## src/rtl/timer_bus_if.sv

```systemverilog
// timer_bus_if: CPU data-bus view of the timer peripheral (address, strobes, read return).
interface timer_bus_if;
  logic [15:0] a;
  logic [7:0] wdata;
  logic rd;
  logic wr;
  logic [7:0] rdata;
  logic rvalid;
  logic sel;
  modport master(output a, wdata, rd, wr, input rdata, rvalid, sel);
  modport slave(input a, wdata, rd, wr, output rdata, rvalid, sel);
endinterface

```

## src/rtl/timer_unit.sv

```systemverilog
// timer_unit: memory-mapped DIV/TIMA/TMA/TAC divider-timer with overflow reload and irq pulse.
module timer_unit #(
  parameter logic [15:0] BASE_ADDR = 16'hFF04,
  parameter logic [15:0] CNT_RESET = 16'h0000
) (
  input logic clk,
  input logic rst,
  input logic tick,
  timer_bus_if.slave bus,
  output logic irq
);
  logic [15:0] cnt, cnt_n, off;
  logic [7:0] tima, tma, tma_n, rd_mux;
  logic [2:0] tac, tac_n;
  logic ovf_pend, t_q, t_n, sel_bit, w_div, w_tima, w_tma, w_tac, rd_en, inc;
  assign off = bus.a - BASE_ADDR;
  assign bus.sel = off < 16'd4;
  // Timer input is taken from next-state cnt/tac so DIV and TAC writes produce edges in the same cycle.
  always_comb begin
    w_div = bus.wr & bus.sel & (off[1:0] == 2'd0);
    w_tima = bus.wr & bus.sel & (off[1:0] == 2'd1);
    w_tma = bus.wr & bus.sel & (off[1:0] == 2'd2);
    w_tac = bus.wr & bus.sel & (off[1:0] == 2'd3);
    rd_en = bus.rd & bus.sel;
    cnt_n = w_div ? 16'h0000 : cnt + {15'd0, tick};
    tac_n = w_tac ? bus.wdata[2:0] : tac;
    tma_n = w_tma ? bus.wdata : tma;
    sel_bit = tac_n[1] ? (tac_n[0] ? cnt_n[7] : cnt_n[5]) : (tac_n[0] ? cnt_n[3] : cnt_n[9]);
    t_n = tac_n[2] & sel_bit;
    inc = t_q & ~t_n & ~w_tima;
    rd_mux = off[1] ? (off[0] ? {5'b11111, tac} : tma) : (off[0] ? tima : cnt[15:8]);
  end
  always_ff @(posedge clk) begin
    if (!rst) begin
      cnt <= CNT_RESET;
      tima <= 8'h00;
      tma <= 8'h00;
      tac <= 3'd0;
      ovf_pend <= 1'b0;
      t_q <= 1'b0;
      irq <= 1'b0;
      bus.rdata <= 8'h00;
      bus.rvalid <= 1'b0;
    end else begin
      cnt <= cnt_n;
      tac <= tac_n;
      tma <= tma_n;
      t_q <= t_n;
      irq <= ovf_pend & ~w_tima;
      ovf_pend <= ~ovf_pend & inc & (tima == 8'hFF);
      tima <= w_tima ? bus.wdata : ovf_pend ? tma_n : inc ? tima + 8'd1 : tima;
      bus.rvalid <= rd_en;
      if (rd_en) bus.rdata <= rd_mux;
    end
  end
endmodule

```

## src/flat_wrapper.sv

```systemverilog
// flat-port wrapper written by rule: the top's interface ports become plain ports
module timer_unit_flat 
#(
  parameter logic [15:0] BASE_ADDR = 16'hFF04,
  parameter logic [15:0] CNT_RESET = 16'h0000
)
  (clk, rst, tick, irq, bus_a, bus_wdata, bus_rd, bus_wr, bus_rdata, bus_rvalid, bus_sel);
  timer_bus_if bus_i ();
  input logic clk;
  input logic rst;
  input logic tick;
  output logic irq;
  input wire logic [$bits(bus_i.a)-1:0] bus_a;
  input wire logic [$bits(bus_i.wdata)-1:0] bus_wdata;
  input wire logic [$bits(bus_i.rd)-1:0] bus_rd;
  input wire logic [$bits(bus_i.wr)-1:0] bus_wr;
  output wire logic [$bits(bus_i.rdata)-1:0] bus_rdata;
  output wire logic [$bits(bus_i.rvalid)-1:0] bus_rvalid;
  output wire logic [$bits(bus_i.sel)-1:0] bus_sel;
  assign bus_i.a = bus_a;
  assign bus_i.wdata = bus_wdata;
  assign bus_i.rd = bus_rd;
  assign bus_i.wr = bus_wr;
  assign bus_rdata = bus_i.rdata;
  assign bus_rvalid = bus_i.rvalid;
  assign bus_sel = bus_i.sel;
  timer_unit #(.BASE_ADDR(BASE_ADDR), .CNT_RESET(CNT_RESET)) u_core (.clk(clk), .rst(rst), .tick(tick), .bus(bus_i), .irq(irq));
endmodule
```

## config.mk

```make
export PLATFORM = sky130hd
export DESIGN_NAME = timer_unit_flat
export DESIGN_NICKNAME = d
export VERILOG_FILES = /design/src/rtl/timer_bus_if.sv /design/src/rtl/timer_unit.sv /design/src/flat_wrapper.sv
export SDC_FILE = /design/constraint.sdc
export NUM_CORES = 1
export LEC_CHECK = 0
export CORE_ASPECT_RATIO = 2
export CORE_MARGIN = 3
export CORE_UTILIZATION = 28
export CTS_BUF_LIST = sky130_fd_sc_hd__clkbuf_4 sky130_fd_sc_hd__clkbuf_8
export CTS_CLUSTER_DIAMETER = 120
export DETAILED_ROUTE_END_ITERATION = 10
export PLACE_DENSITY_LB_ADDON = 0.05
export SYNTH_ARGS = -nofsm -noshare
export SYNTH_HDL_FRONTEND = slang
export SYNTH_SLANG_ARGS = --single-unit
```

## constraint.sdc

```tcl
create_clock -name clk -period 3.5 [get_ports clk]
set_clock_uncertainty 0.15 [all_clocks]
set_input_delay 0.7 -clock clk [delete_from_list [all_inputs] [get_ports clk]]
set_output_delay 0.7 -clock clk [all_outputs]
set_load 0.005 [all_outputs]
```

==> results of run 1 <==
## routing by layer
layer	up-vias	part of all wire (%)	track usage, %
met5	-	0	0
met4	0	2.7	6.69
met3	12	2.6	2.27
met2	40	57	28.6
met1	1064	38	15.8
li1	1150	-	-
## kinds of logic after synthesis
logic type                 count (synthesis)  share of synthesized area [%]
and+or+nand+nor                          132                           27.2
DFF                                       47                           36.5
AOI/OAI and AO/OA                         58                           15.5
buffers and inverters                     20                           3.78
xor gates and xnor gates                  17                           5.77
adders and majority gates                  3                           1.45
muxes                                     21                           9.84
## per-stage QoR
stage	setup slack (ns)	util (%)	cell area (um^2)
2_1_floorplan	0.731	-	2580
3_3_place_gp	0.221	34.8	3130
3_5_place_dp	0.212	34.8	3130
4_1_cts	0.229	36.0	3240
5_1_grt	0.171	36.0	3240
6_report	0.253	36.0	3240
## where the power goes
group          total [mW]  internal [mW]  switching [mW]
registers           0.538          0.537         0.00130
logic              0.0853         0.0431          0.0421
clock network       0.410          0.218           0.192
total                1.03          0.797           0.236
## synthesized netlist by cell type, types with 2 or more instances
master	count
sky130_fd_sc_hd__nor2_1	34
sky130_fd_sc_hd__or3_1	6
sky130_fd_sc_hd__nor2b_1	3
sky130_fd_sc_hd__ha_1	3
sky130_fd_sc_hd__nand2b_1	2
sky130_fd_sc_hd__xor2_1	9
sky130_fd_sc_hd__o21ai_1	3
sky130_fd_sc_hd__nand3_1	7
sky130_fd_sc_hd__nor4_4	2
sky130_fd_sc_hd__nand2_1	43
sky130_fd_sc_hd__o2bb2ai_1	2
sky130_fd_sc_hd__mux2_2	5
sky130_fd_sc_hd__clkbuf_1	2
sky130_fd_sc_hd__xnor2_1	8
sky130_fd_sc_hd__nor3_1	9
sky130_fd_sc_hd__nand4_2	2
sky130_fd_sc_hd__dfxtp_1	47
sky130_fd_sc_hd__buf_1	2
sky130_fd_sc_hd__mux2i_1	13
sky130_fd_sc_hd__a21oi_1	23
sky130_fd_sc_hd__o211ai_1	7
sky130_fd_sc_hd__and3_1	6
sky130_fd_sc_hd__o21a_1	2
sky130_fd_sc_hd__and2_1	2
sky130_fd_sc_hd__mux4_2	3
sky130_fd_sc_hd__nand4_1	4
sky130_fd_sc_hd__o21ai_0	4
sky130_fd_sc_hd__inv_1	10
sky130_fd_sc_hd__o22ai_1	9
## critical path: stages
cell and delay, ns:
sky130_fd_sc_hd__clkdlybuf4s50_1 0.46, sky130_fd_sc_hd__or3b_1 0.40, sky130_fd_sc_hd__nor4_4 0.29, sky130_fd_sc_hd__clkdlybuf4s50_1 0.54
## final cells by class
class / count / area (um^2)
tap: 102 / 128
sequential: 47 / 941
timing repair buffer: 50 / 485
multi-input combinational: 231 / 1540
clock inverter: 1 / 30.0
clock buffer: 6 / 76.3
fill: 950 / 5770
inverter: 10 / 37.5
## worst max path at each step
stage,endpoint,slack [ns],cells after the start
after detailed placement,u_core.tima[2]$_SDFFE_PN0P_,0.21,10
after global routing,bus_sel,0.17,4
after global placement,u_core.tima[3]$_SDFFE_PN0P_,0.22,10
final,bus_sel,0.25,4
after floorplan,u_core.tima[7]$_SDFFE_PN0P_,0.73,8
after CTS,bus_sel,0.23,4
## flip-flops by register name (all words and copies together), names as in the netlist
register	flops
u_core.ovf_pend	1
u_core.cnt	16
u_core.bus.rdata	8
u_core.t_q	1
u_core.tac	3
u_core.tma	8
u_core.tima	8
u_core.bus.rvalid	1
u_core.irq	1
==> PnR_summary.wiki, run 1 <==
{| class="wikitable"
! Metric !! Value
|-
| Critical path peak fanout || 2
|-
| Arrival time worst endpoint || 2.40 ns
|-
| Period Utilization, post-route || 92.8%
|-
| Worst setup path category || input port to output port
|-
| Worst hold slack after final layout || 0.343 ns
|-
| Clock sink count || 47
|-
| Remaining number of nets flagged by the antenna check after routing || 0
|-
| Total power per unit cell area || approximately 320 nW/um^2
|-
| Clk Tree Root Cell || sky130_fd_sc_hd__clkbuf_8
|-
| Count of max-cap constraint violations || 0
|-
| Weighted congestion reported at the end of routability-driven placement || approximately 0.78
|-
| Commonest cells after routing, fill and taps aside || sky130_fd_sc_hd__dfxtp_1 (47), sky130_fd_sc_hd__nand2_1 (43), sky130_fd_sc_hd__clkdlybuf4s50_1 (39), sky130_fd_sc_hd__nor2_1 (34), sky130_fd_sc_hd__a21oi_1 (23)
|-
| IO Port Bufs || 39
|-
| Vias after detailed routing || approximately 2300
|-
| Clock Pin Slew Worst Setup and Hold Paths || 0.09 ns
|-
| Critical path required time || 2.65 ns
|-
| Commonest non-fill, non-tap cell in the layout || sky130_fd_sc_hd__dfxtp_1
|-
| Worst rel slew slack || 51.2%
|-
| Mapped Area || 2580 um^2
|-
| CTS tree || built
|-
| Beginning of the critical path || bus_a[8]
|-
| Result of the run || finished, final reports clean
|-
| Startpoint type of the worst setup path || input port
|-
| Die Outline Area || 10500 um^2
|-
| Net count reported at finish || 377
|-
| Yosys top cell by area || sky130_fd_sc_hd__dfxtp_1
|-
| Highest clock rate || 0.308 GHz
|-
| Static leakage power || about 1.3 nW
|-
| Final-report hold violation count || 0
|-
| Area grow syn2layout || 25.5%
|-
| Syn_area_per_cell || 8.66 um^2
|-
| Half-perimeter wire length after detailed placement || just under 6000 um
|-
| Post-CTS Resized || 0
|-
| R2r worst-path depth || 9
|-
| Total routing resource utilization after global routing || between 10% and 20%
|-
| Number of placed cells counting well taps || 440
|-
| Post-layout min period || around 3.2 ns
|-
| Number of H-tree levels || 2
|-
| Number of standard cells in the layout, taps in and fillers out || approximately 450
|-
| Count of synthesis-stage warnings from yosys || 0
|-
| Number of enable flip-flop cells after synthesis || 0
|-
| Cells after synthesis || 298
|-
| Number of detailed-route iterations in the first pass || 4
|-
| Destination of the worst hold path || u_core.tma[1]$_SDFF_PN0_
|-
| Maximum ir drop on the vdd rail || 0.000240 V
|-
| Pin count of the biggest net entering global routing || 21
|-
| Remaining routing DRC violations || 0
|-
| Skew-Pair Late Insertion Delay || 0.30 ns
|-
| Post-synthesis sequential area ratio || 36.5%
|-
| Class of the most critical hold timing path || register to register
|-
| Floorplan Core Area || 9010 um^2
|-
| Final routed wire length divided by cell count || 16.2 um
|-
| Number of unique standard cell types used by synthesis || 55
|-
| Final setup TNS || 0 ns
|-
| Starting utilization of the core area || 28.6%
|-
| CTS Hold Buffers Added || 0
|-
| Count of final max-slew check failures || 0
|-
| Number of DRC markers after the initial detailed-route iteration || 73
|-
| Average via count per standard cell || 5.07
|-
| Ant diodes || 0
|-
| Worst-case register-to-register setup slack || 1.11 ns
|-
| # Post-CTS Setup Buffers || 0
|-
| First-pass GRT wire length || 12100 um
|-
| Final global-route overflow total || 0
|-
| Biggest area contributors in the synthesized netlist || sky130_fd_sc_hd__dfxtp_1 (36%), sky130_fd_sc_hd__nand2_1 (6.3%), sky130_fd_sc_hd__mux2i_1 (5.0%)
|-
| Initial antenna violation count || 0
|-
| Crit. End Element || output port
|-
| Vertical extent of the die || 142 um
|-
| Die boundary width || 73.9 um
|-
| Share of flip-flops with an asynchronous set or reset || 0%
|-
| Total length of routed wires || between 7000 and 8000 um
|-
| Worst hold start || u_core.tma[1]$_SDFF_PN0_
|-
| Top flip-flop cell by instance count after synthesis || sky130_fd_sc_hd__dfxtp_1
|-
| Flip-flop and latch count after synthesis || 47
|-
| CTS max path bufs || 2
|-
| Slew @ Worst Pin || 0.732 ns
|-
| RSZ-0062 raised after global routing || no
|-
| Via count of the first global-routing pass || 2322
|-
| Crit Reg-Reg Endpoint || u_core.tima[2]$_SDFFE_PN0P_
|-
| Depth of the worst hold-timing path || 2
|-
| Top cell type's share of synthesized area || 36.5%
|-
| Total power of the final layout || between 1 and 1.5 mW
|-
| Number of setup violations in the final report || 0
|-
| Beginning of the worst register-to-register path || u_core.cnt[0]$_SDFF_PP0_
|-
| Boundary pin count || 40
|-
| Number of rows in the core area || 49
|-
| TritonCTS buffer count || 5
|-
| Synthesized net count || 330
|-
| Share of post-route cells with drive strength above 1 || between 10% and 20%
|}
Power figures use the tool's default switching activity.
==> run 2: changes to the inputs <==
Settings changed: PLACE_DENSITY_LB_ADDON 0.05 to unset, TNS_END_PERCENT set to 20.
==> run 2 against run 1 <==
Compared with the run above: critical path depth unchanged; final cell count is the same; clock-buffer cell count unchanged; sequential share of layout area rose by 0.17 points; core utilization down 0.21 points; first-iteration DRC count is 48% higher; critical path type unchanged; critical endpoint unchanged; highest routed layer unchanged.
==> PnR_summary.wiki, run 2 (synthesis gave the netlist of run 1 again) <==
{| class="wikitable"
! Metric !! Value
|-
| Result of the run || finished, final reports clean
|-
| Weighted congestion reported at the end of routability-driven placement || 0.862
|-
| Buffers and inverters on the worst path || 2
|-
| Skew-Pair Late Insertion Delay || 0.31 ns
|-
| Count of max-cap constraint violations || 0
|-
| Total power of the final layout || 971 uW
|-
| Vertical extent of the die || roughly 140 um
|-
| Worst hold slack after final layout || about 0.33 ns
|-
| RSZ-0062 raised after global routing || no
|-
| # Post-CTS Setup Buffers || 0
|-
| Net count reported at finish || between 300 and 400
|-
| Clock sink count || 47
|-
| Commonest non-fill, non-tap cell in the layout || sky130_fd_sc_hd__dfxtp_1
|-
| Vias after detailed routing || 2350
|-
| Destination of the worst hold path || u_core.tma[2]$_SDFF_PN0_
|-
| Half-perimeter wire length after detailed placement || 5630 um
|-
| Number of DRC markers after the initial detailed-route iteration || 108
|-
| Clock Pin Slew Worst Setup and Hold Paths || 0.09 ns
|-
| Die boundary width || 73.9 um
|-
| Via count of the first global-routing pass || between 2000 and 2500
|-
| Period Utilization, post-route || 92.8%
|-
| Die Outline Area || 10500 um^2
|-
| IO Port Bufs || 39
|-
| Remaining routing DRC violations || 0
|-
| Boundary pin count || 40
|-
| Class of the most critical hold timing path || register to register
|-
| Top delay family on crit path || buffers and inverters
|-
| Count of final max-slew check failures || 0
|-
| Clk Tree Root Cell || sky130_fd_sc_hd__clkbuf_8
|-
| Worst rel slew slack || 51.6%
|-
| Number of rows in the core area || 49
|-
| Post-layout min period || approximately 3.2 ns
|-
| Floorplan Core Area || 9010 um^2
|-
| Total routing resource utilization after global routing || between 10 and 15%
|-
| Static leakage power || 1.29 nW
|-
| Reg with most FFs || u_core.cnt
|-
| Worst-case register-to-register setup slack || 1.10 ns
|-
| Area grow syn2layout || 24.8%
|-
| Depth of the worst hold-timing path || 2
|-
| Number of detailed-route iterations in the first pass || 4
|-
| Delay of the slowest critical-path stage || roughly 0.55 ns
|-
| R2r worst-path depth || 9
|-
| Initial antenna violation count || 0
|-
| First-pass GRT wire length || 11400 um
|-
| Dominant cell type by count on the critical path || sky130_fd_sc_hd__clkdlybuf4s50_1
|-
| Critical Path Stages || 4
|-
| Number of setup violations in the final report || 0
|-
| Number of H-tree levels || 2
|-
| Slowest CP cell || sky130_fd_sc_hd__clkdlybuf4s50_1
|-
| Crit. End Element || output port
|-
| TritonCTS buffer count || 5
|-
| Beginning of the worst register-to-register path || u_core.cnt[0]$_SDFF_PP0_
|-
| Average via count per standard cell || 5.26
|-
| Share of post-route cells with drive strength above 1 || ~12%
|-
| Final-report hold violation count || 0
|-
| Final setup TNS || 0 ns
|-
| Total length of routed wires || 7040 um
|-
| CTS Hold Buffers Added || 0
|-
| Worst hold start || u_core.tma[2]$_SDFF_PN0_
|-
| Critical path peak fanout || 2
|-
| Final routed wire length divided by cell count || 15.7 um
|-
| Cell-by-cell trace of the critical path || clkdlybuf4s50_1, or3b_1, nor4_4, clkdlybuf4s50_1
|-
| Max reg flops || 16
|-
| Startpoint type of the worst setup path || input port
|-
| CTS tree || built
|-
| CTS max path bufs || 2
|-
| Arrival time worst endpoint || 2.40 ns
|-
| Post-CTS Resized || 0
|-
| Ant diodes || 0
|-
| Starting utilization of the core area || around 29%
|-
| Critical path required time || 2.65 ns
|-
| Worst setup path category || input port to output port
|-
| Slew @ Worst Pin || 0.725 ns
|-
| Commonest cells after routing, fill and taps aside || sky130_fd_sc_hd__dfxtp_1 (47), sky130_fd_sc_hd__nand2_1 (43), sky130_fd_sc_hd__clkdlybuf4s50_1 (39), sky130_fd_sc_hd__nor2_1 (34), sky130_fd_sc_hd__a21oi_1 (23)
|-
| Final global-route overflow total || 0
|-
| Remaining number of nets flagged by the antenna check after routing || 0
|-
| Total power per unit cell area || 301 nW/um^2
|-
| Highest clock rate || 0.308 GHz
|-
| Crit Reg-Reg Endpoint || u_core.tima[5]$_SDFFE_PN0P_
|-
| Pin count of the biggest net entering global routing || 21
|-
| Maximum ir drop on the vdd rail || around 0.00011 V
|}
==> run 2: report_power, final <==
group | leakage, nW | internal, mW | total, mW | switching (mW)
combinational | 0.868 | 0.0438 | 0.0856 | 0.0418
clock | 0.0470 | 0.155 | 0.347 | 0.192
sequential | 0.379 | 0.537 | 0.538 | 0.00128
==> run 2: worst max-delay path by stage <==
| stage | startpoint | to |
|---|---|---|
| 5_1_grt | bus_a[8] | bus_sel |
| 6_report | bus_a[8] | bus_sel |
| 2_1_floorplan | bus_a[7] | u_core.tima[7]$_SDFFE_PN0P_ |
| 4_1_cts | bus_a[8] | bus_sel |
| 3_5_place_dp | tick | u_core.tima[5]$_SDFFE_PN0P_ |
| 3_3_place_gp | tick | u_core.tima[5]$_SDFFE_PN0P_ |
==> run 2: routing by layer <==
layer | GRT usage [%] | part of all wire, % | up-vias
met5 | 0 | 0 | -
met4 | 9.93 | 5.2 | 0
met3 | 2.62 | 3.2 | 26
met2 | 26.9 | 58 | 51
met1 | 13.0 | 34 | 1120
li1 | - | - | 1153
==> run 2: worst min-delay path: cells and delay by family, from the launching register on <==
| family | cells | cell delay, ns |
|---|---|---|
| compound gates | 1 | 0.05 |
| flops | 1 | 0.33 |
| simple gates | 1 | 0.06 |
==> run 2: area by class of cell <==
cell class / count / area, um^2
multi-input combinational: 231 / 1540
tap: 102 / 128
clock inverter: 1 / 5.00
clock buffer: 6 / 82.6
fill: 954 / 5790
sequential: 47 / 941
timing repair buffer: 50 / 485
inverter: 10 / 37.5
==> run 2: metrics by stage <==
stage | instances | instance area (um^2) | setup slack (ns) | utilization (%)
6_report | 447 | 3220 | 0.253 | 35.7
5_1_grt | 447 | 3220 | 0.193 | 35.7
4_1_cts | 447 | 3220 | 0.252 | 35.7
3_5_place_dp | 440 | 3130 | 0.219 | 34.8
3_3_place_gp | 440 | 3130 | 0.216 | 34.8
2_1_floorplan | 298 | 2580 | 0.731 | -
==> run 3: changes to the inputs <==
Settings changed: ABC_AREA set to 0.
==> results of run 3 <==
The final DEF is identical to that of run 2; final timing and power are the same.
